### config.mk
export PLATFORM = sky130hd
export DESIGN_NAME = multicycle_sequencer
export DESIGN_NICKNAME = d
export VERILOG_FILES = /design/src/rtl/ctrl_pkg.sv /design/src/rtl/mem_wait_timer.sv /design/src/rtl/multicycle_sequencer.sv
export SDC_FILE = /design/constraint.sdc
export NUM_CORES = 1
export LEC_CHECK = 0
export BUFFER_PORTS_ARGS = -buffer_cell sky130_fd_sc_hd__buf_4
export CAP_MARGIN = 0
export CORE_MARGIN = 2
export CORE_UTILIZATION = 30
export DETAILED_ROUTE_END_ITERATION = 8
export GPL_ROUTABILITY_DRIVEN = 0
export HOLD_SLACK_MARGIN = 0.03
export PLACE_DENSITY = 0.57
export SKIP_LAST_GASP = 1
export SLEW_MARGIN = 10
export SYNTH_ARGS = -nofsm -noshare
export SYNTH_HDL_FRONTEND = slang
export SYNTH_HIERARCHICAL = 1
export SYNTH_SLANG_ARGS = --single-unit
### constraint.sdc
create_clock -name clk -period 3.93 [get_ports clk]
set_input_delay 0.5895 -clock clk [delete_from_list [all_inputs] [get_ports clk]]
set_output_delay 0.5895 -clock clk [all_outputs]
set_load 0.01 [all_outputs]
### src/rtl/ctrl_pkg.sv
// Shared definitions for the multicycle control sequencer: state encoding,
// opcode constants, datapath select encodings and the control-word struct.
package ctrl_pkg;

    typedef enum logic [3:0] {
        S_BOOT     = 4'd0,
        S_FETCH    = 4'd1,
        S_DECODE   = 4'd2,
        S_MEMADR   = 4'd3,
        S_MEMREAD  = 4'd4,
        S_MEMWB    = 4'd5,
        S_MEMWRITE = 4'd6,
        S_EXECR    = 4'd7,
        S_EXECI    = 4'd8,
        S_ALUWB    = 4'd9,
        S_BRANCH   = 4'd10,
        S_JAL      = 4'd11,
        S_JALR     = 4'd12,
        S_FAULT    = 4'd15
    } state_e;

    localparam logic [6:0] OP_LOAD   = 7'b0000011;
    localparam logic [6:0] OP_STORE  = 7'b0100011;
    localparam logic [6:0] OP_RTYPE  = 7'b0110011;
    localparam logic [6:0] OP_ITYPE  = 7'b0010011;
    localparam logic [6:0] OP_BRANCH = 7'b1100011;
    localparam logic [6:0] OP_JAL    = 7'b1101111;
    localparam logic [6:0] OP_JALR   = 7'b1100111;

    localparam logic [1:0] SRCA_PC    = 2'b00;
    localparam logic [1:0] SRCA_OLDPC = 2'b01;
    localparam logic [1:0] SRCA_RD1   = 2'b10;

    localparam logic [1:0] SRCB_RD2  = 2'b00;
    localparam logic [1:0] SRCB_IMM  = 2'b01;
    localparam logic [1:0] SRCB_FOUR = 2'b10;

    localparam logic [1:0] ALUOP_ADD   = 2'b00;
    localparam logic [1:0] ALUOP_SUB   = 2'b01;
    localparam logic [1:0] ALUOP_FUNCT = 2'b10;

    localparam logic [1:0] RES_ALUOUT  = 2'b00;
    localparam logic [1:0] RES_MEMDATA = 2'b01;
    localparam logic [1:0] RES_ALURES  = 2'b10;

    typedef struct packed {
        logic       mem_req;
        logic       mem_write;
        logic       ir_write;
        logic       pc_write;
        logic       adr_src;
        logic [1:0] alu_src_a;
        logic [1:0] alu_src_b;
        logic [1:0] alu_op;
        logic [1:0] result_src;
        logic       reg_write;
    } ctrl_t;

    localparam ctrl_t CTRL_IDLE = '0;

endpackage

### src/rtl/mem_wait_timer.sv
// Counts consecutive stalled memory cycles within one state and flags a
// timeout once the count reaches STALL_LIMIT with the access still pending.
module mem_wait_timer #(
    parameter int STALL_LIMIT = 15
) (
    input  logic clk,
    input  logic rst_n,
    input  logic mem_req,
    input  logic mem_ready,
    input  logic state_chg,
    output logic timeout
);

    localparam logic [7:0] LIMIT = 8'(STALL_LIMIT);

    logic [7:0] cnt;

    always_ff @(posedge clk or negedge rst_n) begin
        if (!rst_n)
            cnt <= '0;
        else if (state_chg)
            cnt <= '0;
        else if (mem_req && !mem_ready)
            cnt <= cnt + 8'd1;
    end

    // A ready strobe in the limit cycle completes the access instead.
    assign timeout = mem_req && !mem_ready && (cnt == LIMIT);

endmodule

### src/rtl/multicycle_sequencer.sv
// Multicycle RISC-V control FSM: registered state, control strobes decoded
// combinationally from state (plus zero/mem_ready), sticky fault on timeout.
module multicycle_sequencer
    import ctrl_pkg::*;
#(
    parameter int STALL_LIMIT = 15
) (
    input  logic       clk,
    input  logic       rst_n,
    input  logic [6:0] op,
    input  logic       zero,
    input  logic       mem_ready,
    output logic       mem_req,
    output logic       MemWrite,
    output logic       IRWrite,
    output logic       PCWrite,
    output logic       AdrSrc,
    output logic [1:0] ALUSrcA,
    output logic [1:0] ALUSrcB,
    output logic [1:0] ALUOp,
    output logic [1:0] ResultSrc,
    output logic       RegWrite,
    output logic [3:0] state_o,
    output logic       fault
);

    state_e state, state_n;
    ctrl_t  ctrl;
    logic   timeout;
    logic   state_chg;

    assign state_chg = (state_n != state);

    mem_wait_timer #(.STALL_LIMIT(STALL_LIMIT)) u_timer (
        .clk       (clk),
        .rst_n     (rst_n),
        .mem_req   (ctrl.mem_req),
        .mem_ready (mem_ready),
        .state_chg (state_chg),
        .timeout   (timeout)
    );

    always_comb begin
        ctrl = CTRL_IDLE;
        case (state)
            S_FETCH: begin
                ctrl.mem_req    = 1'b1;
                ctrl.ir_write   = mem_ready;
                ctrl.pc_write   = mem_ready;
                ctrl.alu_src_a  = SRCA_PC;
                ctrl.alu_src_b  = SRCB_FOUR;
                ctrl.alu_op     = ALUOP_ADD;
                ctrl.result_src = RES_ALURES;
            end
            S_DECODE: begin
                ctrl.alu_src_a = SRCA_OLDPC;
                ctrl.alu_src_b = SRCB_IMM;
                ctrl.alu_op    = ALUOP_ADD;
            end
            S_MEMADR: begin
                ctrl.alu_src_a = SRCA_RD1;
                ctrl.alu_src_b = SRCB_IMM;
                ctrl.alu_op    = ALUOP_ADD;
            end
            S_MEMREAD: begin
                ctrl.mem_req    = 1'b1;
                ctrl.adr_src    = 1'b1;
                ctrl.result_src = RES_ALUOUT;
            end
            S_MEMWB: begin
                ctrl.result_src = RES_MEMDATA;
                ctrl.reg_write  = 1'b1;
            end
            S_MEMWRITE: begin
                ctrl.mem_req    = 1'b1;
                ctrl.adr_src    = 1'b1;
                ctrl.result_src = RES_ALUOUT;
                ctrl.mem_write  = 1'b1;
            end
            S_EXECR: begin
                ctrl.alu_src_a = SRCA_RD1;
                ctrl.alu_src_b = SRCB_RD2;
                ctrl.alu_op    = ALUOP_FUNCT;
            end
            S_EXECI: begin
                ctrl.alu_src_a = SRCA_RD1;
                ctrl.alu_src_b = SRCB_IMM;
                ctrl.alu_op    = ALUOP_FUNCT;
            end
            S_ALUWB: begin
                ctrl.result_src = RES_ALUOUT;
                ctrl.reg_write  = 1'b1;
            end
            S_BRANCH: begin
                ctrl.alu_src_a  = SRCA_RD1;
                ctrl.alu_src_b  = SRCB_RD2;
                ctrl.alu_op     = ALUOP_SUB;
                ctrl.result_src = RES_ALUOUT;
                ctrl.pc_write   = zero;
            end
            S_JAL: begin
                ctrl.alu_src_a  = SRCA_OLDPC;
                ctrl.alu_src_b  = SRCB_FOUR;
                ctrl.alu_op     = ALUOP_ADD;
                ctrl.result_src = RES_ALUOUT;
                ctrl.pc_write   = 1'b1;
            end
            S_JALR: begin
                ctrl.alu_src_a  = SRCA_RD1;
                ctrl.alu_src_b  = SRCB_IMM;
                ctrl.alu_op     = ALUOP_ADD;
                ctrl.result_src = RES_ALURES;
                ctrl.pc_write   = 1'b1;
            end
            default: ctrl = CTRL_IDLE;
        endcase
    end

    always_comb begin
        state_n = state;
        case (state)
            S_BOOT:   state_n = S_FETCH;
            S_FETCH:  if (mem_ready) state_n = S_DECODE;
                      else if (timeout) state_n = S_FAULT;
            S_DECODE: begin
                case (op)
                    OP_LOAD, OP_STORE: state_n = S_MEMADR;
                    OP_RTYPE:          state_n = S_EXECR;
                    OP_ITYPE:          state_n = S_EXECI;
                    OP_BRANCH:         state_n = S_BRANCH;
                    OP_JAL:            state_n = S_JAL;
                    OP_JALR:           state_n = S_JALR;
                    default:           state_n = S_FAULT;
                endcase
            end
            S_MEMADR:   state_n = op[5] ? S_MEMWRITE : S_MEMREAD;
            S_MEMREAD:  if (mem_ready) state_n = S_MEMWB;
                        else if (timeout) state_n = S_FAULT;
            S_MEMWB:    state_n = S_FETCH;
            S_MEMWRITE: if (mem_ready) state_n = S_FETCH;
                        else if (timeout) state_n = S_FAULT;
            S_EXECR, S_EXECI, S_JAL, S_JALR: state_n = S_ALUWB;
            S_ALUWB, S_BRANCH:               state_n = S_FETCH;
            default:    state_n = S_FAULT;
        endcase
    end

    // fault rises together with entry into FAULT and only reset clears it.
    always_ff @(posedge clk or negedge rst_n) begin
        if (!rst_n) begin
            state <= S_BOOT;
            fault <= 1'b0;
        end else begin
            state <= state_n;
            if (state_n == S_FAULT)
                fault <= 1'b1;
        end
    end

    assign state_o   = state;
    assign mem_req   = ctrl.mem_req;
    assign MemWrite  = ctrl.mem_write;
    assign IRWrite   = ctrl.ir_write;
    assign PCWrite   = ctrl.pc_write;
    assign AdrSrc    = ctrl.adr_src;
    assign ALUSrcA   = ctrl.alu_src_a;
    assign ALUSrcB   = ctrl.alu_src_b;
    assign ALUOp     = ctrl.alu_op;
    assign ResultSrc = ctrl.result_src;
    assign RegWrite  = ctrl.reg_write;

endmodule

==> flow_metrics.tcl, run 1 <==
set metrics [dict create \
    run_status "finished, final reports clean" \
    synth_warnings 6 \
    grt_use_total_pct 15.38 \
    ir_worst_vdd_v 0.0001501 \
    dp_hpwl_um 2394 \
    min_period_ps 3547 \
    route.detailed.drc 0 \
    min_period_over_period_pct 90.27 \
    p_seq_share_pct 48.0 \
    post-route-cell-area_um2 1514 \
    max_freq_mhz 281.9 \
    cp_data_required_time_ps 4060 \
    initial_core_util_pct 31.82 \
    reg2regPathDepth 14 \
    end_kind "register" \
    leakagePower_nw 0.6243 \
    syn_inst 155 \
    cts-buffers-inserted 3 \
    cts-resized-gates 0 \
    ioPinCount 30 \
    cts_sinks 13 \
    worstSkewPairLatency_ps 250 \
    syn-num-nets 167 \
    maxCapViolCount 0 \
    die_y_um 67.01 \
    worstSetupPathType "reg2reg" \
    drtIter0Drc 88 \
    rsz0062_at_grt "false" \
    synth-async-reset-ratio_pct 100.0 \
    ant_nets 0 \
    cp_cell_sequence "nor2_1 > nand2_1 > a21oi_1 > buf_4 > nand3b_1 > nor3_1 > nor4bb_1 > a21o_1 > nor4_1 > o221a_1 > o211ai_1 > inv_1 > a2111oi_4 > mux2_1" \
    cts_tree "yes" \
    finalSetupTns_ps 0 \
    layout-drive-gt1-share_pct 23.24 \
    max_slew_margin_pct 69.80 \
    area_growth_pct 27.10 \
    ys_seq_area_share_pct 27.31 \
    port_buffers 29 \
    clockBufferDepth 2 \
    firstDrtPassIters 4 \
    wl_per_cell_um 13.52 \
    hold_buffers 0 \
    synth_flop_cell "dfrtp_1" \
    final_util_pct 40.44 \
    combPwrFrac_pct 9.3 \
    htree_levels 1 \
    clkPwrFrac_pct 42.7 \
    p_switching_w 0.00006245 \
    synth_cell_types 50 \
    place_area_um2 1469 \
    first_global_vias 1204 \
    via_per_inst 5.567 \
    antenna_found_initial 0 \
    dr_total_vias 1297 \
    worst_clock_skew_ps 4.615 \
    drt-met1-wl_um 1448 \
    wl_um 3150 \
    setup_violations 0 \
    core_um2 3744 \
    wl_met2_um 1469 \
    critPathTopFamily "simple AND/OR/NAND/NOR gates" \
    wl_met3_um 161 \
    r2r_slack_ps 380 \
    slowest_stage "dfrtp_1" \
    slew_violations 0 \
    grt_max_degree 24 \
    p_int_w 0.0002190 \
    r2r_start "state_o[2]" \
    die_area_um2 4490 \
    fp.dieW_um 67.01 \
    path_clk_slew_ps 60 \
    synth_area_per_cell_um2 7.685 \
    power_density_nw_per_um2 185.9 \
    nets 198 \
    min_path_type "in2async" \
    top_layer_used "met4" \
    synth_area_um2 1191 \
    synth-edff-count 0 \
    grt_pass1_wl_um 5388 \
    diodes 0 \
    setup.worst_path.start_class "register" \
    crit_buf_inv 2 \
    hold_violations 0 \
    r2r_end "u_timer/cnt[7]" \
    grt.overflow.total 0 \
    clockRootBuffer "clkbuf_8" \
    slowest_delay_ps 540 \
    cp_data_arrival_time_ps 3680 \
    ys_seq_elements 13 \
    crit_path_max_fanout 16 \
    post_cts_buffers 0 \
    tightest_slew_ps 453.0 \
    rows 22 \
    fill_cells 426 \
    swShare_pct 22.19 \
]
how the worst max path moves through the flow:
| stage | cells past startpoint | start | to | slack (ps) |
|---|---|---|---|---|
| after floorplan | 14 | state_o[0] | u_timer/cnt[7] | 450 |
| after global placement | 14 | state_o[2] | u_timer/cnt[7] | 540 |
| after detailed placement | 14 | state_o[2] | u_timer/cnt[7] | 430 |
| after CTS | 14 | state_o[2] | u_timer/cnt[7] | 400 |
| after global routing | 14 | state_o[2] | u_timer/cnt[7] | 90 |
| final | 14 | state_o[2] | u_timer/cnt[7] | 380 |
stage by stage:
stage                power, W  worst slack [ps]  hold WS, ps  instances
global placement    0.0001632             541.2        438.8        229
global route        0.0002954             86.04        181.2        233
finish              0.0002815             382.6        171.3        233
CTS                 0.0002865             404.2        178.4        233
detailed placement  0.0001638             434.1        443.2        229
floorplan           0.0001481             454.6        293.9        155
state kept, by name, indices dropped and copies added (netlist names):
name and count:
u_timer/cnt 8, state_o 4, fault 1
cells in the mapped netlist, types with 4 or more instances:
| cell type | n | area (um^2) |
|---|---|---|
| nand2b_1 | 4 | 25.02 |
| o21ai_0 | 6 | 30.03 |
| nor2b_1 | 6 | 37.54 |
| a21oi_1 | 9 | 45.04 |
| dfrtp_1 | 13 | 325.3 |
| nand2_1 | 17 | 63.81 |
| inv_1 | 6 | 22.52 |
| nand3b_1 | 4 | 30.03 |
| nor2_1 | 22 | 82.58 |
power groups by stage:
stage / Clock [W] / Combinational (W) / Sequential [W]
2_1_floorplan: 0 / 0.0000109 / 0.000137
3_3_place_gp: 0 / 0.0000257 / 0.000137
3_5_place_dp: 0 / 0.0000263 / 0.000138
4_1_cts: 0.000125 / 0.0000265 / 0.000135
5_1_grt: 0.000131 / 0.0000289 / 0.000135
6_report: 0.000120 / 0.0000261 / 0.000135
per-layer routing:
layer	up-vias	track usage (%)
li1	634	-
met1	611	19.79
met2	46	24.75
met3	6	1.689
met4	0	8.673
met5	-	0
layout by cell type (no fill, tap or decap), types with 2 or more instances in the layout:
cell	synthesis	final
a21o_1	3	3
a21oi_1	9	9
a31oi_1	3	3
and2_1	2	2
buf_4	0	35
clkbuf_8	0	3
dfrtp_1	13	13
inv_1	6	6
mux2_2	2	2
nand2_1	17	17
nand2b_1	4	4
nand3_1	3	3
nand3b_1	4	4
nor2_1	22	22
nor2b_1	6	6
nor3_1	3	3
nor4_1	2	2
o211ai_1	3	3
o21ai_0	6	6
o21bai_1	2	2
o221ai_1	2	2
o22ai_1	2	2
or3_1	2	2
or4_1	3	3
or4b_1	2	2
xor2_1	3	3
logic make-up after synthesis:
group           synth area share, %
buf+inv                       5.672
xor+xnor                      2.206
compound gates                25.95
fa+ha+maj                     1.050
mux                           3.676
simple gates                  34.14
flops                         27.31
area by class of cell:
class / count / area (um^2) / share of cell area, %
clock buffer: 4 / 45.04 / 2.975
tap: 48 / 60.06 / 3.967
multi-input combinational: 127 / 798.3 / 52.73
sequential: 13 / 325.3 / 21.49
inverter: 6 / 22.52 / 1.488
timing repair buffer: 35 / 262.8 / 17.36
(Power assumes the default switching activity.)
==> run 2: changes to the inputs <==
==> constraint.sdc (replaced) <==
create_clock -name clk -period 4.5 [get_ports clk]
set_input_delay 0.675 -clock clk [delete_from_list [all_inputs] [get_ports clk]]
set_output_delay 0.675 -clock clk [all_outputs]
set_load 0.01 [all_outputs]
==> run 2 against run 1 <==
Net effect: hold slack improved by 96 ps; fmax down 7.1%; setup slack better by 300 ps; non-clock buffer count down 2; total power decreased by 14%; via count decreased by 1.2%; wire length up 1.2%; clock power shrank 16%; largest cell class unchanged; die area stayed put; combinational power down 13%; core utilization fell by 0.40 points.
==> flow_metrics.tcl, run 2 (same netlist as run 1, synthesis figures left out) <==
set metrics [dict create \
    cp_data_required_time_ps 4620 \
    htree_levels 1 \
    largest_reg_flops 8 \
    worst_clock_skew_ps 5.455 \
    min_period_over_period_pct 84.83 \
    ant_nets 0 \
    rows 22 \
    area_growth_pct 25.84 \
    setup.worst_path.start_class "register" \
    max_slew_margin_pct 67.43 \
    core_um2 3744 \
    wl_um 3188 \
    cp_data_arrival_time_ps 3940 \
    die_area_um2 4490 \
    post-route-cell-area_um2 1499 \
    cts-buffers-inserted 3 \
    hold_buffers 0 \
    dp_hpwl_um 2482 \
    fill_cells 413 \
    post_cts_buffers 0 \
    cts_tree "yes" \
    final_common_cell "buf_4" \
    antenna_found_initial 0 \
    grt_use_total_pct 14.89 \
    grt_pass1_wl_um 5202 \
    nets 196 \
    grt_max_degree 24 \
    worstSetupPathType "reg2reg" \
    leakagePower_nw 0.6146 \
    slew_violations 0 \
    clockRootBuffer "clkbuf_8" \
    worstSkewPairLatency_ps 240 \
    fp.dieW_um 67.01 \
    min_path_type "in2async" \
    power_density_nw_per_um2 161.6 \
    ir_worst_vdd_v 0.0001294 \
    port_buffers 29 \
    setup_violations 0 \
    min_period_ps 3817 \
    clockBufferDepth 2 \
    hold_violations 0 \
    layout-drive-gt1-share_pct 22.40 \
    path_clk_slew_ps 60 \
    end_kind "register" \
    max_freq_mhz 262.0 \
    cts-resized-gates 0 \
    mostFrequentLayoutCells "buf_4 (33), nor2_1 (22), nand2_1 (17), dfrtp_1 (13), a21oi_1 (9)" \
    dr_total_vias 1282 \
    drtIter0Drc 130 \
    final_util_pct 40.04 \
    cts_sinks 13 \
    first_global_vias 1119 \
    firstDrtPassIters 4 \
    crit_path_max_fanout 16 \
    grt.overflow.total 0 \
    run_status "finished, final reports clean" \
    die_y_um 67.01 \
    r2r_slack_ps 680 \
    finalSetupTns_ps 0 \
    wl_per_cell_um 13.80 \
    rsz0062_at_grt "false" \
    place_area_um2 1454 \
    initial_core_util_pct 31.82 \
    finalPower_w 0.0002423 \
    diodes 0 \
    tightest_slew_ps 488.5 \
    maxCapViolCount 0 \
    ioPinCount 30 \
    route.detailed.drc 0 \
    via_per_inst 5.550 \
    regMostFlops "u_timer/cnt" \
]
[run 2: area by class of cell]
cell class,count,area [um^2],share of cell area (%)
Multi-Input combinational cell,127,798.3,53.26
Clock buffer,4,45.04,3.005
Timing Repair Buffer,33,247.7,16.53
Inverter,6,22.52,1.503
Sequential cell,13,325.3,21.70
Tap cell,48,60.06,4.007
[run 2: metrics by stage]
step	instances	hold slack, ps	worst slack (ps)
2_1_floorplan	155	379.4	1025
3_3_place_gp	227	458.1	904.4
3_5_place_dp	227	469.5	730.6
4_1_cts	231	271.5	711.2
5_1_grt	231	265.4	401.8
6_report	231	267.4	682.6
[run 2: power by group]
part | internal (W) | switching, W | leakage, nW
registers | 0.000117 | 0.000000742 | 0.156
logic | 0.0000113 | 0.0000116 | 0.436
clock network | 0.0000623 | 0.0000390 | 0.0228
[run 2: critical path, cell delays in order, from the launching register on]
cell	delay [ps]
dfrtp_1	550
nor2_1	310
nand2_1	80
a21oi_1	310
nand3b_1	200
nor3_1	310
nor4bb_1	430
a31oi_1	100
o221ai_1	280
nand2_1	90
o211ai_1	110
buf_4	200
inv_1	90
a2111oi_4	300
mux2_1	340
[run 2: final timing paths]
check,start,endpoint,depth (start not counted)
min in group clk,fault,fault,1
worst min register to register,fault,fault,1
max in group asynchronous,rst_n,state_o[0],1
worst max register to register,state_o[2],u_timer/cnt[7],14
worst min-delay path,rst_n,u_timer/cnt[6],1
worst max-delay path,state_o[2],u_timer/cnt[7],14
[run 2: layer usage]
metal  up-vias  part of all wire (%)  global-route usage (%)
met4         0                  0.91                   4.337
met1       599                    45                   20.10
met2        54                    48                   24.01
li1        623                     -                       -
met5         -                     0                       0
met3         6                   6.6                   2.703
